==> src/rtl/muldiv_pkg.sv <==
// Shared types for the iterative multiply/divide sequencer.
package muldiv_pkg;

    typedef enum logic [2:0] {
        MD_NONE = 3'd0,
        MD_MUL  = 3'd1,
        MD_MULU = 3'd2,
        MD_DIV  = 3'd3,
        MD_DIVU = 3'd4,
        MD_MTHI = 3'd5,
        MD_MTLO = 3'd6
    } muldiv_op_t;

    typedef enum logic [1:0] {
        IDLE = 2'd0,
        BUSY = 2'd1,
        FIX  = 2'd2
    } muldiv_state_t;

    function automatic logic op_is_signed(input muldiv_op_t o);
        return (o == MD_MUL) || (o == MD_DIV);
    endfunction

endpackage

==> src/rtl/muldiv_step.sv <==
// One combinational iteration: shift-add multiply (mode 0) or restoring divide (mode 1).
module muldiv_step #(
    parameter int WIDTH = 64
) (
    input  logic             div_i,
    input  logic [WIDTH-1:0] acc_i,
    input  logic [WIDTH-1:0] q_i,
    input  logic [WIDTH-1:0] opnd_i,
    output logic [WIDTH-1:0] acc_o,
    output logic [WIDTH-1:0] q_o
);
    logic [WIDTH:0] sum;
    logic [WIDTH:0] shifted;
    logic [WIDTH:0] diff;

    always_comb begin
        sum     = {1'b0, acc_i} + (q_i[0] ? {1'b0, opnd_i} : '0);
        shifted = {acc_i, q_i[WIDTH-1]};
        diff    = shifted - {1'b0, opnd_i};
        acc_o   = sum[WIDTH:1];
        q_o     = {sum[0], q_i[WIDTH-1:1]};
        if (div_i) begin
            // Partial remainder is always below the divisor, so a set MSB means borrow.
            if (diff[WIDTH]) begin
                acc_o = shifted[WIDTH-1:0];
                q_o   = {q_i[WIDTH-2:0], 1'b0};
            end else begin
                acc_o = diff[WIDTH-1:0];
                q_o   = {q_i[WIDTH-2:0], 1'b1};
            end
        end
    end

endmodule

==> src/rtl/muldiv_sequencer.sv <==
// Multi-cycle mul/div sequencer owning HI/LO; stalls EX while HI/LO would be stale.
module muldiv_sequencer
    import muldiv_pkg::*;
#(
    parameter int WIDTH = 64
) (
    input  logic             clock,
    input  logic             reset,
    input  logic             start,
    input  muldiv_op_t       op,
    input  logic [WIDTH-1:0] a,
    input  logic [WIDTH-1:0] b,
    input  logic             flush,
    input  logic             abort,
    input  logic             hilo_read,
    output logic             stall,
    output logic             busy,
    output logic             done,
    output logic [WIDTH-1:0] hi,
    output logic [WIDTH-1:0] lo
);
    localparam int CW = $clog2(WIDTH);

    muldiv_state_t    state_q;
    logic [CW-1:0]    cnt_q;
    logic [WIDTH-1:0] acc_q, q_q, opnd_q, hi_q, lo_q;
    logic             div_q, sa_q, sb_q, done_q;

    logic [WIDTH-1:0]   acc_d, q_d, a_mag, b_mag, quot_fix, rem_fix;
    logic [2*WIDTH-1:0] prod_fix;
    logic               a_neg, b_neg, is_mul_op, is_div_op;

    always_comb begin
        a_neg     = op_is_signed(op) & a[WIDTH-1];
        b_neg     = op_is_signed(op) & b[WIDTH-1];
        a_mag     = a_neg ? -a : a;
        b_mag     = b_neg ? -b : b;
        is_mul_op = (op == MD_MUL) || (op == MD_MULU);
        is_div_op = (op == MD_DIV) || (op == MD_DIVU);
        prod_fix  = (sa_q ^ sb_q) ? -{acc_q, q_q} : {acc_q, q_q};
        quot_fix  = (sa_q ^ sb_q) ? -q_q : q_q;
        rem_fix   = sa_q ? -acc_q : acc_q;
    end

    muldiv_step #(.WIDTH(WIDTH)) u_step (
        .div_i  (div_q),
        .acc_i  (acc_q),
        .q_i    (q_q),
        .opnd_i (opnd_q),
        .acc_o  (acc_d),
        .q_o    (q_d)
    );

    always_ff @(posedge clock or posedge reset) begin
        if (reset) begin
            state_q <= IDLE;
            cnt_q   <= '0;
            acc_q   <= '0;
            q_q     <= '0;
            opnd_q  <= '0;
            hi_q    <= '0;
            lo_q    <= '0;
            div_q   <= 1'b0;
            sa_q    <= 1'b0;
            sb_q    <= 1'b0;
            done_q  <= 1'b0;
        end else begin
            done_q <= 1'b0;
            if (abort) begin
                state_q <= IDLE;
            end else begin
                case (state_q)
                    IDLE: if (start && !flush) begin
                        if (is_mul_op) begin
                            div_q   <= 1'b0;
                            acc_q   <= '0;
                            q_q     <= b_mag;
                            opnd_q  <= a_mag;
                            sa_q    <= a_neg;
                            sb_q    <= b_neg;
                            cnt_q   <= CW'(WIDTH - 1);
                            state_q <= BUSY;
                        end else if (is_div_op) begin
                            div_q  <= 1'b1;
                            opnd_q <= b_mag;
                            cnt_q  <= CW'(WIDTH - 1);
                            // Divide by zero: preload the final raw result, FIX passes it through.
                            if (b == '0) begin
                                acc_q   <= a;
                                q_q     <= '1;
                                sa_q    <= 1'b0;
                                sb_q    <= 1'b0;
                                state_q <= FIX;
                            end else begin
                                acc_q   <= '0;
                                q_q     <= a_mag;
                                sa_q    <= a_neg;
                                sb_q    <= b_neg;
                                state_q <= BUSY;
                            end
                        end else if (op == MD_MTHI) begin
                            hi_q <= a;
                        end else if (op == MD_MTLO) begin
                            lo_q <= a;
                        end
                    end
                    BUSY: begin
                        acc_q <= acc_d;
                        q_q   <= q_d;
                        cnt_q <= cnt_q - CW'(1);
                        if (cnt_q == '0) state_q <= FIX;
                    end
                    FIX: begin
                        if (div_q) begin
                            lo_q <= quot_fix;
                            hi_q <= rem_fix;
                        end else begin
                            {hi_q, lo_q} <= prod_fix;
                        end
                        done_q  <= 1'b1;
                        state_q <= IDLE;
                    end
                    default: state_q <= IDLE;
                endcase
            end
        end
    end

    assign busy  = (state_q != IDLE);
    assign stall = busy & (start | hilo_read);
    assign done  = done_q;
    assign hi    = hi_q;
    assign lo    = lo_q;

endmodule
==> config.mk <==
export PLATFORM = sky130hd
export DESIGN_NAME = muldiv_sequencer
export DESIGN_NICKNAME = d
export VERILOG_FILES = /design/src/rtl/muldiv_pkg.sv /design/src/rtl/muldiv_step.sv /design/src/rtl/muldiv_sequencer.sv
export SDC_FILE = /design/constraint.sdc
export NUM_CORES = 2
export LEC_CHECK = 0
export CORE_UTILIZATION = 35
export CTS_CLUSTER_DIAMETER = 40
export DETAILED_ROUTE_END_ITERATION = 7
export PLACE_DENSITY_LB_ADDON = 0.3
export SLEW_MARGIN = 20
export SYNTH_ARGS = -nofsm -noshare
export SYNTH_HDL_FRONTEND = slang
export SYNTH_HIERARCHICAL = 1
export SYNTH_SLANG_ARGS = --single-unit
==> constraint.sdc <==
create_clock -name clock -period 12 [get_ports clock]
set_input_delay 1.8 -clock clock [delete_from_list [all_inputs] [get_ports clock]]
set_output_delay 1.8 -clock clock [all_outputs]
set_load 0.05 [all_outputs]
# ---- Word level (Yosys, flattened, before mapping)
# Index checks and enable logic that the tools add are counted.
# W data, S select, Z words.
dict set report totals {
  out_inout_bits 131
  input_bits 137
  memories 0
  mem_bits_rw 0
  ff_bits 332
  latchBits 0
  rom_bits 0
  elab_cells 116
}
dict set report classes {
  eq_ne 18
  muxes 56
  magnitude_cmp 0
  n_mul 0
  n_div 0
  addsub 8
  bitwise 6
  n_shift 0
  reduce_logical 17
}
# op count
set op_table {}
lappend op_table {{$mux W64} 29}
lappend op_table {{$pmux W64 S2} 4}
lappend op_table {{$neg A64 Y64} 4}
lappend op_table {{$mux W128} 1}
lappend op_table {{$neg A128 Y128} 1}
lappend op_table {{$add A64 B65 Y65} 1}
lappend op_table {{$sub A65 B64 Y65} 1}
lappend op_table {{$logic_not A64 Y1} 1}
lappend op_table {{$mux W6} 3}
lappend op_table {{$mux W2} 6}
lappend op_table {{$ne A2 B2 Y1 const B} 6}
lappend op_table {{$pmux W6 S2} 1}
lappend op_table {{$mux W1} 11}
lappend op_table {{$eq A3 B3 Y1 const B} 3}
lappend op_table {{$ne A3 B3 Y1 const B} 3}
lappend op_table {{$reduce_and A4 Y1} 2}
lappend op_table {{$reduce_bool A2 Y1} 4}
lappend op_table {{$reduce_and A7 Y1} 1}
lappend op_table {{$eq A3 B2 Y1 const B} 2}
lappend op_table {{$logic_not A6 Y1} 1}
lappend op_table {{$reduce_and A6 Y1} 1}
lappend op_table {{$sub A6 B1 Y6 const B} 1}
lappend op_table {{$ne A4 B4 Y1 const B} 1}
lappend op_table {{$pmux W2 S2} 1}
lappend op_table {{12 further kinds} 16}

# ---- Longest topological paths before layout
dict set report depth {
  word_depth 9
  mapped_depth 18
  mapped_depth_nobuf 16
}

# ---- Hierarchy
# Netlist, hierarchy kept.
# mod cells_each area_per_inst_um2 instances seq_area_each_um2
set by_module_without_submodules {}
lappend by_module_without_submodules {muldiv_sequencer 2890 22868.2 1 8308.0}
lappend by_module_without_submodules {muldiv_step 1566 10349.9 1 0.0}

# ---- Worst setup path before layout
# No wires, ideal clock.
dict set report synth_path {
  kind {in2reg}
  startpoint {input port a[9]}
  endpoint {register q_q[62]}
  setup_time_ps 110
  path_slack_ps 7737
  stages 9
  arrival_ps 4153
  t_required_ps 11890
  n_path_buf 2
  path_cell_list {clkbuf_1 nor4_1 or3b_2 clkbuf_1 nor4_2 a31oi_1 xnor2_1 and3_1 o41ai_1}
}
dict set report synth_via {
  elab_chain_cells 7
}
# item line_no
set synth_lines {}
lappend synth_lines {{start, declared} muldiv_sequencer.sv:11} ;# input logic [WIDTH-1:0] a,
lappend synth_lines {{$neg A64 Y64} muldiv_sequencer.sv:36} ;# a_mag = a_neg ? -a : a;
lappend synth_lines {{$mux W64} muldiv_sequencer.sv:36}
lappend synth_lines {{$mux W64} muldiv_sequencer.sv:88} ;# if (b == '0) begin
lappend synth_lines {{$mux W64} muldiv_sequencer.sv:83} ;# end else if (is_div_op) begin
lappend synth_lines {{$mux W64} muldiv_sequencer.sv:74} ;# if (is_mul_op) begin
lappend synth_lines {{$mux W64} muldiv_sequencer.sv:73} ;# IDLE: if (start && !flush) begin
lappend synth_lines {{$pmux W64 S2} muldiv_sequencer.sv:72} ;# case (state_q)
lappend synth_lines {{end signal, assigned} muldiv_sequencer.sv:77} ;# q_q <= b_mag;
lappend synth_lines {{end signal, assigned} muldiv_sequencer.sv:96} ;# q_q <= a_mag;
lappend synth_lines {{end signal, assigned} muldiv_sequencer.sv:109} ;# q_q <= q_d;
lappend synth_lines {{end, declared} muldiv_sequencer.sv:26} ;# logic [WIDTH-1:0] acc_q, q_q, opnd_q, hi_q, lo_q;
# No other way between the ends. The select of a mux whose other input is x is not followed.
# A chain may end at the register's enable or synchronous reset.

# ---- Worst setup path in the final report
dict set report layout_path {
  startpoint {input port b[2]}
  endpoint {register q_q[19]}
}
dict set report layout_via {
  elab_chain_cells 6
  elab_cells_between_ends 8
  classes_between {1 x add/sub; 6 x mux; 1 x reduce/logical}
}
# item line_no
set layout_lines {}
lappend layout_lines {{start, declared} muldiv_sequencer.sv:12} ;# input logic [WIDTH-1:0] b,
lappend layout_lines {{branches (longest 3 deep; another with $neg A64 Y64)} n/a}
lappend layout_lines {{$mux W64 (*)} muldiv_sequencer.sv:74}
lappend layout_lines {{$mux W64 (*)} muldiv_sequencer.sv:73}
lappend layout_lines {{$pmux W64 S2 (*)} muldiv_sequencer.sv:72}
# Mark *: on every way between the ends. The select of a mux whose other input is x is not followed.

==> results.yml <==
status:
  status: "finished, final reports clean"
clocking:
  cts_resized: 0
  max-clock-path-buffers: 3
  clock_latency_ns: 0.64
  clk_pin_slew_worst_paths_ns: 0.05
  htree_levels: 3
  cts.sinks: 332
  cts_root_buf: "clkbuf_16"
  cts_setup_buffers: 0
  hold_buffers: 0
  cts_buffers: 69
  cts_tree: "built"
timing:
  setup-tns-final_ns: 0
  slew-limit-headroom: 0.1419
  finalSetupViolCount: 0
  timing.fmax_mhz: 167.4
  period_share: 0.4977
  tightest_slew_ns: 1.278
  hold_ws_ns: 0.4769
  timing.final.ws_setup_ns: 6.027
  fin_worst_skew_ns: 0.03198
  hold_viol_final: 0
  rsz0062_at_grt: "false"
  fin_crit_ns: 5.973
  report.final.slew_viol_count: 0
final_layout:
  instances_no_fill: 5909
  area_delta_synth_final_pct: 19.61
  fillCellCount: 9784
  layout-drive-gt1-share: 0.08774
  nets: 4871
die:
  row_count: 112
  io_pins: 268
  die-height_um: 310.1
  design.die.area_um2: 96140
  core_area_um2: 93610
  initial_core_util: 0.3549
  die_w_um: 310.1
logic_synthesis:
  synthFlopType: "dfrtp_1"
  synth_edf_count: 0
  synthArstFlopShare: 1.000
  synth.area.mux_share: 0.04882
  syn_nets: 4729
  synthCells: 4456
  synth-simple-area-share: 0.2586
  synth_xor_xnor_area_share: 0.08780
  synthAdderAreaFrac: 0.05168
  synth_common_cells: "nand2_1, nor2_1, a21oi_1"
  yosys_warnings: 6
  synth_most_common_cell: "nand2_1"
  synth_top_cell_area_share: 0.2501
  ys_seq_area_frac: 0.2501
  syn_avg_cell_area_um2: 7.455
  synthDistinctLibCells: 102
  synthTopCellsByArea: "dfrtp_1, nand2_1, a21oi_1"
  synth_compound_area_frac: 0.2515
  syn_area_um2: 33220
  synth_top_family_by_area: "simple AND/OR/NAND/NOR gates"
  synth_top_area_cell: "dfrtp_1"
  synth_seq_cells: 332
route:
  drt-pass1-iter-count: 6
  drt-initial-drc-count: 5537
  ant_nets: 0
  via_count: 37860
  wl_per_cell_um: 29.73
  via_per_inst: 6.407
  wl_um: 175600
  drc: 0
worst_hold_path:
  holdCritStartpoint: "hi[5]"
  hold_path.class: "flip-flop to flip-flop"
power_and_ir_drop:
  vdd_ir_drop_max_v: 0.0001797
  p_leak_nw: 15.59
  power_density_nw_per_um2: 346.6
  power_mw: 13.77
critical_path:
  r2r_slack_ns: 6.17
  required_ns: 12.55
  worstPathArrival_ns: 6.52
  crit_path_end: "q_q[19]"
  start_kind: "input pin"
  startpoint: "b[2]"
  r2r_start: "q_q[63]"
  path_class: "input pin to flip-flop"
  r2r_cells: 18
  crit_path_end_kind: "flip-flop"
  cp_max_fo: 61
  timing.rr.end: "acc_q[8]"
grt:
  grt_max_degree: 158
  antenna_found_initial: 11
  grt_pass1_wl_um: 248700
  track_usage: 0.3552
  grt_pass1_vias: 34630
  grt_overflow: 0
placed_design:
  dp_cells: 5781
  dp_hpwl_um: 134900
  dp_worst_setup_slack_ns: 5.613
  place.gp.congestion: 1.044
  portBuffers: 267
run:
  drv_cap: 0
[per-stage QoR]
step                      instance area (um2)    util
after floorplan                         33220       -
after global placement                  37210  0.3975
after detailed placement                37220  0.3976
after CTS                               39720  0.4243
after global routing                    39730  0.4244
final                                   39730  0.4244
[state kept, by name, indices dropped and copies added (netlist names)]
name	cells
done	1
acc_q	64
div_q	1
cnt_q	6
state_q	2
hi	64
lo	64
sb_q	1
sa_q	1
q_q	64
opnd_q	64
[layout by cell type, fill, tap and decap left out, types with 41 or more instances in the layout]
master / instances
nand4_1: 81
ha_1: 134
a31oi_1: 123
and2_1: 81
nor4_1: 85
dfrtp_1: 331
and3_1: 59
nor3_1: 136
o21ai_0: 334
buf_4: 106
o221ai_1: 41
nor2_1: 414
nand3_1: 136
mux2i_1: 54
clkbuf_16: 71
xor2_1: 156
or3_1: 80
mux2_2: 91
nand2_1: 481
inv_1: 121
clkdlybuf4s50_1: 267
o31ai_1: 59
a21o_1: 75
a21oi_1: 357
xnor2_1: 175
[report_power, final]
group	internal, mW	leakage (nW)	switching, mW
clock network	1.36	1.21	0.739
logic	3.17	10.4	5.87
registers	1.64	4.02	0.995
total	6.17	15.6	7.60
[routing by layer]
layer / vias up / share of wire / track usage / wire length (um)
li1: 16630 / - / - / -
met1: 18330 / 0.41 / 0.4799 / 71840
met2: 2396 / 0.41 / 0.5113 / 72730
met3: 496 / 0.11 / 0.08636 / 19200
met4: 8 / 0.067 / 0.2058 / 11830
met5: - / 0.00028 / 0 / 49
[worst min-delay path by stage]
stage / end / slack, ns / cells past startpoint
4_1_cts: lo[30] / 0.48 / 2
5_1_grt: lo[39] / 0.49 / 1
3_5_place_dp: lo[30] / 0.47 / 2
6_report: hi[5] / 0.48 / 2
3_3_place_gp: hi[9] / 0.46 / 2
2_1_floorplan: opnd_q[14] / 0.45 / 2
[worst max-delay path: stages]
cell and delay [ns]:
clkdlybuf4s50_1 0.50, or4_1 0.63, nor3_1 0.68, nand3_1 0.46, nor3_4 0.77, buf_4 0.74, nand2b_1 0.51, nor3_1 0.08
a211oi_1 0.23
[area by class of cell]
class,instances,area (um2),share of cell area
Antenna cell,5,12.51,0.0003149
Clock buffer,81,1884,0.04743
Clock inverter,42,613.1,0.01543
Inverter,126,480.5,0.01209
Multi-Input combinational cell,3695,23370,0.5883
Sequential cell,332,8312,0.2092
Tap cell,1254,1569,0.03949
Timing Repair Buffer,374,3488,0.08780
[kinds of logic after synthesis]
| group | Yosys count |
|---|---|
| xor+xnor | 333 |
| buf+inv | 429 |
| compound gates | 1325 |
| simple gates | 1751 |
| flops | 332 |
| mux | 150 |
| fa+ha+maj | 136 |
(Power assumes the default switching activity.)
